==> src/rtl/motor_emf_multi.sv <==
// motor_emf_multi: multi-channel back-EMF estimator, emf = GAIN*(cmd-fb) - RES[ch]*fb in Q8.8,
// one shared multiplier stepped over all channels. Optional define MOTOR_EMF_FILTER_EN adds a low-pass.
module motor_emf_multi #(
  parameter int          NUM_CH     = 4,
  parameter int          EMF_W      = 17,
  parameter int unsigned GAIN       = 12224,
  parameter int unsigned RES_RST    = 2030,
  parameter int          FILT_SHIFT = 3,
  localparam int         CH_AW      = (NUM_CH > 1) ? $clog2(NUM_CH) : 1
) (
  input  logic                    clk,
  input  logic                    rst_n,
  input  logic                    val_ready,
  input  logic [16*NUM_CH-1:0]    cur_cmd,
  input  logic [16*NUM_CH-1:0]    cur_fb,
  input  logic                    cfg_wr,
  input  logic [CH_AW-1:0]        cfg_addr,
  input  logic [15:0]             cfg_data,
  output logic                    busy,
  output logic                    emf_ready,
  output logic [EMF_W*NUM_CH-1:0] emf_out,
  output logic [NUM_CH-1:0]       emf_ovf,
  output logic                    trig_miss
);

  typedef enum logic [2:0] {
    ST_IDLE  = 3'd0,
    ST_CAPT  = 3'd1,
    ST_MUL_G = 3'd2,
    ST_MUL_R = 3'd3,
    ST_SUB   = 3'd4,
    ST_DONE  = 3'd5
  } state_t;

  localparam logic [15:0]             GAIN_Q  = 16'(GAIN);
  localparam logic [15:0]             RES_Q   = 16'(RES_RST);
  localparam logic [CH_AW-1:0]        LAST_CH = CH_AW'(NUM_CH - 1);
  localparam logic signed [EMF_W-1:0] EMF_MAX = {1'b0, {(EMF_W-1){1'b1}}};
  localparam logic signed [EMF_W-1:0] EMF_MIN = {1'b1, {(EMF_W-1){1'b0}}};
  localparam logic signed [34:0]      SAT_MAX = 35'(EMF_MAX);
  localparam logic signed [34:0]      SAT_MIN = 35'(EMF_MIN);

  if ((NUM_CH < 1) || (NUM_CH > 8) || (EMF_W < 17) || (EMF_W > 24) || (FILT_SHIFT < 1)
      || (FILT_SHIFT > 15)) begin : g_bad_cfg
    $error("motor_emf_multi: parameter out of range");
  end

  state_t                  state_r;
  logic [CH_AW-1:0]        ch_r;
  logic                    val_ready_d_r;
  logic                    trigger_s;
  logic [15:0]             res_r    [NUM_CH];
  logic [15:0]             res_sh_r [NUM_CH];
  logic [15:0]             cmd_r    [NUM_CH];
  logic [15:0]             fb_r     [NUM_CH];
  logic signed [EMF_W-1:0] hold_r   [NUM_CH];
  logic [NUM_CH-1:0]       ovf_hold_r;
  logic signed [33:0]      drive_r;
  logic signed [33:0]      vres_r;
  logic signed [15:0]      cmd_s;
  logic signed [15:0]      fb_s;
  logic signed [16:0]      mul_a_s;
  logic signed [16:0]      mul_b_s;
  logic signed [33:0]      mul_p_s;
  logic signed [34:0]      diff_s;
  logic signed [EMF_W-1:0] d_sat_s;
  logic signed [EMF_W-1:0] res_s;
  logic                    ovf_s;

  assign trigger_s = val_ready & ~val_ready_d_r;

  // Operand select for the single shared multiplier (gain term, then resistive term)
  always_comb begin
    cmd_s   = {~cmd_r[ch_r][15], cmd_r[ch_r][14:0]};
    fb_s    = {~fb_r[ch_r][15], fb_r[ch_r][14:0]};
    mul_a_s = 17'sd0;
    mul_b_s = 17'sd0;
    case (state_r)
      ST_MUL_G: begin
        mul_a_s = {cmd_s[15], cmd_s} - {fb_s[15], fb_s};
        mul_b_s = {1'b0, GAIN_Q};
      end
      ST_MUL_R: begin
        mul_a_s = {fb_s[15], fb_s};
        mul_b_s = {1'b0, res_sh_r[ch_r]};
      end
      default: begin
        mul_a_s = 17'sd0;
        mul_b_s = 17'sd0;
      end
    endcase
    mul_p_s = 34'(mul_a_s) * 34'(mul_b_s);
  end

  // Difference of the two scaled terms, clamped to the output range
  always_comb begin
    diff_s = {drive_r[33], drive_r} - {vres_r[33], vres_r};
    if (diff_s > SAT_MAX) begin
      d_sat_s = EMF_MAX;
      ovf_s   = 1'b1;
    end else if (diff_s < SAT_MIN) begin
      d_sat_s = EMF_MIN;
      ovf_s   = 1'b1;
    end else begin
      d_sat_s = diff_s[EMF_W-1:0];
      ovf_s   = 1'b0;
    end
  end

`ifdef MOTOR_EMF_FILTER_EN
  localparam logic signed [EMF_W:0] F_MAX = (EMF_W+1)'(EMF_MAX);
  localparam logic signed [EMF_W:0] F_MIN = (EMF_W+1)'(EMF_MIN);

  logic signed [EMF_W-1:0] y_r [NUM_CH];
  logic signed [EMF_W:0]   y_ext_s;
  logic signed [EMF_W:0]   f_diff_s;
  logic signed [EMF_W:0]   f_step_s;
  logic signed [EMF_W:0]   f_sum_s;

  // First-order low-pass step on the clamped result; kept fully signed so the shift stays arithmetic
  always_comb begin
    y_ext_s  = {y_r[ch_r][EMF_W-1], y_r[ch_r]};
    f_diff_s = {d_sat_s[EMF_W-1], d_sat_s} - y_ext_s;
    f_step_s = f_diff_s >>> FILT_SHIFT;
    f_sum_s  = y_ext_s + f_step_s;
    if (f_sum_s > F_MAX) begin
      res_s = EMF_MAX;
    end else if (f_sum_s < F_MIN) begin
      res_s = EMF_MIN;
    end else begin
      res_s = f_sum_s[EMF_W-1:0];
    end
  end

  // Filter state, advanced once per channel per conversion
  always_ff @(posedge clk or negedge rst_n) begin
    if (!rst_n) begin
      for (int i = 0; i < NUM_CH; i++) begin
        y_r[i] <= {EMF_W{1'b0}};
      end
    end else if (state_r == ST_SUB) begin
      y_r[ch_r] <= res_s;
    end
  end
`else
  // Unfiltered build publishes the clamped result directly
  always_comb begin
    res_s = d_sat_s;
  end
`endif

  // Runtime resistance table; out-of-range addresses are dropped
  always_ff @(posedge clk or negedge rst_n) begin
    if (!rst_n) begin
      for (int i = 0; i < NUM_CH; i++) begin
        res_r[i] <= RES_Q;
      end
    end else if (cfg_wr && (32'(cfg_addr) < 32'(NUM_CH))) begin
      res_r[cfg_addr] <= cfg_data;
    end
  end

  // Conversion sequencer, datapath registers and registered outputs
  always_ff @(posedge clk or negedge rst_n) begin
    if (!rst_n) begin
      state_r       <= ST_IDLE;
      ch_r          <= {CH_AW{1'b0}};
      val_ready_d_r <= 1'b0;
      busy          <= 1'b0;
      emf_ready     <= 1'b0;
      trig_miss     <= 1'b0;
      emf_out       <= {(EMF_W*NUM_CH){1'b0}};
      emf_ovf       <= {NUM_CH{1'b0}};
      ovf_hold_r    <= {NUM_CH{1'b0}};
      drive_r       <= 34'sd0;
      vres_r        <= 34'sd0;
      for (int i = 0; i < NUM_CH; i++) begin
        res_sh_r[i] <= RES_Q;
        cmd_r[i]    <= 16'h8000;
        fb_r[i]     <= 16'h8000;
        hold_r[i]   <= {EMF_W{1'b0}};
      end
    end else begin
      val_ready_d_r <= val_ready;
      emf_ready     <= 1'b0;
      trig_miss     <= trigger_s & (state_r != ST_IDLE);
      case (state_r)
        ST_IDLE: begin
          if (trigger_s) begin
            state_r <= ST_CAPT;
            busy    <= 1'b1;
          end
        end
        ST_CAPT: begin
          for (int i = 0; i < NUM_CH; i++) begin
            cmd_r[i]    <= cur_cmd[16*i +: 16];
            fb_r[i]     <= cur_fb[16*i +: 16];
            res_sh_r[i] <= res_r[i];
          end
          ch_r    <= {CH_AW{1'b0}};
          state_r <= ST_MUL_G;
        end
        ST_MUL_G: begin
          drive_r <= mul_p_s >>> 4'd8;
          state_r <= ST_MUL_R;
        end
        ST_MUL_R: begin
          vres_r  <= mul_p_s >>> 4'd8;
          state_r <= ST_SUB;
        end
        ST_SUB: begin
          hold_r[ch_r]     <= res_s;
          ovf_hold_r[ch_r] <= ovf_s;
          if (ch_r == LAST_CH) begin
            // Last channel bypasses its holding register so all outputs land in the same cycle
            for (int i = 0; i < NUM_CH; i++) begin
              emf_out[i*EMF_W +: EMF_W] <= (CH_AW'(i) == ch_r) ? res_s : hold_r[i];
              emf_ovf[i]                <= (CH_AW'(i) == ch_r) ? ovf_s : ovf_hold_r[i];
            end
            emf_ready <= 1'b1;
            busy      <= 1'b0;
            state_r   <= ST_DONE;
          end else begin
            ch_r    <= ch_r + CH_AW'(1'b1);
            state_r <= ST_MUL_G;
          end
        end
        ST_DONE: begin
          state_r <= ST_IDLE;
        end
        default: begin
          busy    <= 1'b0;
          state_r <= ST_IDLE;
        end
      endcase
    end
  end

endmodule

==> config.mk <==
export PLATFORM = sky130hd
export DESIGN_NAME = motor_emf_multi
export DESIGN_NICKNAME = d
export VERILOG_FILES = /design/src/rtl/motor_emf_multi.sv
export SDC_FILE = /design/constraint.sdc
export NUM_CORES = 2
export LEC_CHECK = 0
export ABC_AREA = 1
export ABC_CLOCK_PERIOD_IN_PS = 17850
export CAP_MARGIN = 20
export CORE_UTILIZATION = 65
export DETAILED_ROUTE_END_ITERATION = 12
export GPL_TIMING_DRIVEN = 0
export PLACE_DENSITY = 0.95
export SLEW_MARGIN = 15
export SYNTH_ARGS = -nofsm -noshare
export SYNTH_HDL_FRONTEND = slang
export SYNTH_SLANG_ARGS = --single-unit
==> constraint.sdc <==
create_clock -name clk -period 17.85 [get_ports clk]
set_clock_uncertainty 0.05 [all_clocks]
set_input_delay 4.4625 -clock clk [delete_from_list [all_inputs] [get_ports clk]]
set_output_delay 4.4625 -clock clk [all_outputs]
set_load 0.05 [all_outputs]
==> summary.md <==
| Metric | Value |
|---|---|
| NumNets Final | `4626` |
| Detailed placer's ending HPWL | `roughly 75000 um` |
| Pin count of the biggest net entering global routing | `between 100 and 150` |
| CP max FO | `10` |
| Syn. warnings | `0` |
| Seq/Total Area, Yosys | `~35%` |
| Clk sinks | `443` |
| Min-Delay Path Class | `register to register` |
| Syn avg cell area | `between 8 and 9 sq um` |
| Final wirelength | `roughly 110000 um` |
| Vias per std cell | `approximately 6.3` |
| Clock buffer depth | `3` |
| Status | `finished clean` |
| Reg-to-reg startpoint | `ch_r[0]` |
| Row count | `81` |
| Setup ws final | `approximately 6200 ps` |
| WP data arrival | `about 12000 ps` |
| Die area | `a little over 50000 sq um` |
| Max cap viols | `0` |
| DR WL/cell | `22.6 um` |
| Max-slew violations | `0` |
| Layout cell share with drive strength beyond 1 | `10.1%` |
| DR vias | `roughly 30000` |
| IO buf count | `~220` |
| Mapped cell area | `32300 sq um` |
| Synth unique cells | `between 40 and 50` |
| Fill count | `approximately 3000` |
| Root buf cell | `clkbuf_16` |
| Worst hold path startpoint | `emf_out[9]` |
| Area growth from synthesis to layout | `15.0%` |
| Flops & latches, synth | `roughly 440` |
| Postcts setup bufs | `0` |
| CTS resizes | `0` |
| Crit Path Category | `register to register` |
| Router iterations before antenna repair | `12` |
| Initial antenna violation count | `14` |
| Core Region | `around 49000 sq um` |
| Fmax achieved | `around 86 MHz` |
| Die X | `225 um` |
| DRC Markers | `0` |
| Nature of the critical path endpoint | `register` |
| Hold Buf Count CTS | `0` |
| Worst Setup Start Kind | `register` |
| Global Route Usage Sum | `44.8%` |
| RSZ-0062 raised after global routing | `no` |
| CTS tree | `yes` |
| Minimum clock period | `~12000 ps` |
| Boundary pin count | `225` |
| WP data required | `around 18000 ps` |
| Crit path largest cell delay | `810 ps` |
| Final-report hold violation count | `0` |
| Max_slew headroom | `31.8%` |
| Setup slack at placement | `between 7000 and 8000 ps` |
| First-pass GRT wire length | `roughly 170000 um` |
| Routed Antenna Nets | `0` |
| Grt ovf | `0` |
| Final setup vio count | `0` |
| Final worst-path cycle share | `approximately two thirds` |
| Via count of the first global-routing pass | `31615` |
| Clk slew on worst S/H paths | `roughly 70 ps` |
| Asr flop ratio synth | `100%` |
| Actual slew at the worst max-slew pin | `slightly above 1000 ps` |
| CTS H-tree depth | `2` |
| Mapped Cells | `roughly 3800` |
| Synth Flop Type | `dfrtp_1` |
| EDFF count, synth | `0` |
| Initial cell density of the core | `~66%` |
| Slowest CP cell | `o22ai_1` |
| Die H | `between 200 and 250 um` |
| Post-Syn Nets | `approximately 4400` |
| Starting DRC count in detailed routing | `just over 4000` |
| CP startpoint | `ch_r[0]` |
| Placer Congestion | `1.01` |
| Clock latency on the worst-skew pair | `about 600 ps` |
| CTS Buf Count | `45` |
## synth_stat cells, types with 10 or more instances
master,number,share of area (%)
nand3_1,161,2.5
a32o_1,10,0.31
nor2_1,231,2.7
clkbuf_1,122,1.4
dfrtp_1,363,28
o21ai_0,234,3.6
ha_1,134,5.2
dfstp_2,80,6.5
buf_1,13,0.15
nand2_1,963,11
fa_1,274,17
mux2_2,192,6.7
a21oi_1,151,2.3
xnor2_1,21,0.57
inv_1,640,7.4
or2_2,10,0.19
nand2_2,20,0.39
o22ai_1,26,0.50
xor2_1,27,0.73
o21ai_1,18,0.28
nand4_1,20,0.39
a21o_1,11,0.26
## state kept, by name, summed over array words and instances (netlist names)
register,count
busy,1
ch_r,2
cmd_r,64
drive_r,26
emf_out,68
emf_ovf,4
emf_ready,1
fb_r,64
hold_r,51
ovf_hold_r,3
res_r,64
res_sh_r,64
state_r,3
trig_miss,1
val_ready_d_r,1
vres_r,26
## critical path: cells and delay by family (launching register included)
family                   cells  cell delay, ps
buffers and inverters       10            2330
adder cells (fa/ha/maj)      8            3850
flip-flops                   1             480
AO/OA/AOI/OAI                9            2660
AND/OR/NAND/NOR             12            2080
## metal layers
metal / wire length (um) / GRT usage [%]
met3: 13000 / 17.4
met2: 48900 / 69.2
met4: 11500 / 39.8
met5: 94 / 0.880
met1: 34600 / 47.9
## layout make-up
type | instances | area, sq um | area share (%)
Timing Repair Buffer | 229 | 2360 | 6.37
Tap cell | 664 | 831 | 2.24
Inverter | 652 | 2450 | 6.60
Clock inverter | 25 | 367 | 0.988
Sequential cell | 443 | 11200 | 30.1
Clock buffer | 59 | 1250 | 3.37
Buffer | 150 | 616 | 1.66
Antenna cell | 9 | 22.5 | 0.0607
Multi-Input combinational cell | 2547 | 18000 | 48.6
## metrics by stage
| stage | setup TNS, ps | utilization [%] | hold WS [ps] | instances | cell area (sq um) |
|---|---|---|---|---|---|
| detailed placement | 0 | 72.4 | 415 | 4684 | 35500 |
| global placement | -2229070 | 72.2 | 412 | 4680 | 35300 |
| CTS | 0 | 75.7 | 432 | 4768 | 37100 |
| floorplan | 0 | - | 399 | 3792 | 32300 |
| finish | 0 | 75.8 | 427 | 4778 | 37100 |
| global route | 0 | 75.7 | 447 | 4769 | 37100 |
## placed cells by master, fill, tap and decap left out, types with 80 or more instances in the layout
cell type,netlist,layout
a21oi_1,151,151
nor2_1,231,231
dfstp_2,80,80
fa_1,274,274
nand2_1,963,963
inv_1,640,640
o21ai_0,234,234
dfrtp_1,363,363
clkbuf_1,122,129
clkdlybuf4s50_1,0,223
mux2_2,192,192
ha_1,134,134
nand3_1,161,161
## cells by family (layout without fill, tap and decap cells)
logic type      count (synthesis)  in the layout  synth area share (%)
compound gates                475            475                  7.93
buf+inv                       802           1115                  9.49
mux                           192            192                  6.70
xor+xnor                       48             48                  1.30
flops                         443            443                  34.7
other cells                     0              9                     0
simple gates                 1424           1424                  17.7
fa+ha+maj                     408            408                  22.2
## path summary, 6_finish.rpt
kind	cells after the start	end	slack [ps]
worst max-delay path	39	vres_r[23]	6240
worst min-delay path	2	emf_out[9]	430
worst max register to register	39	vres_r[23]	6240
worst min register to register	2	emf_out[9]	430
max in group asynchronous	5	res_sh_r[40]	11750
min in group asynchronous	1	emf_out[44]	3770
Power is left out: the tool's default activity adds up to more than one toggle a clock period on the data nets, which glitch-free logic cannot reach.
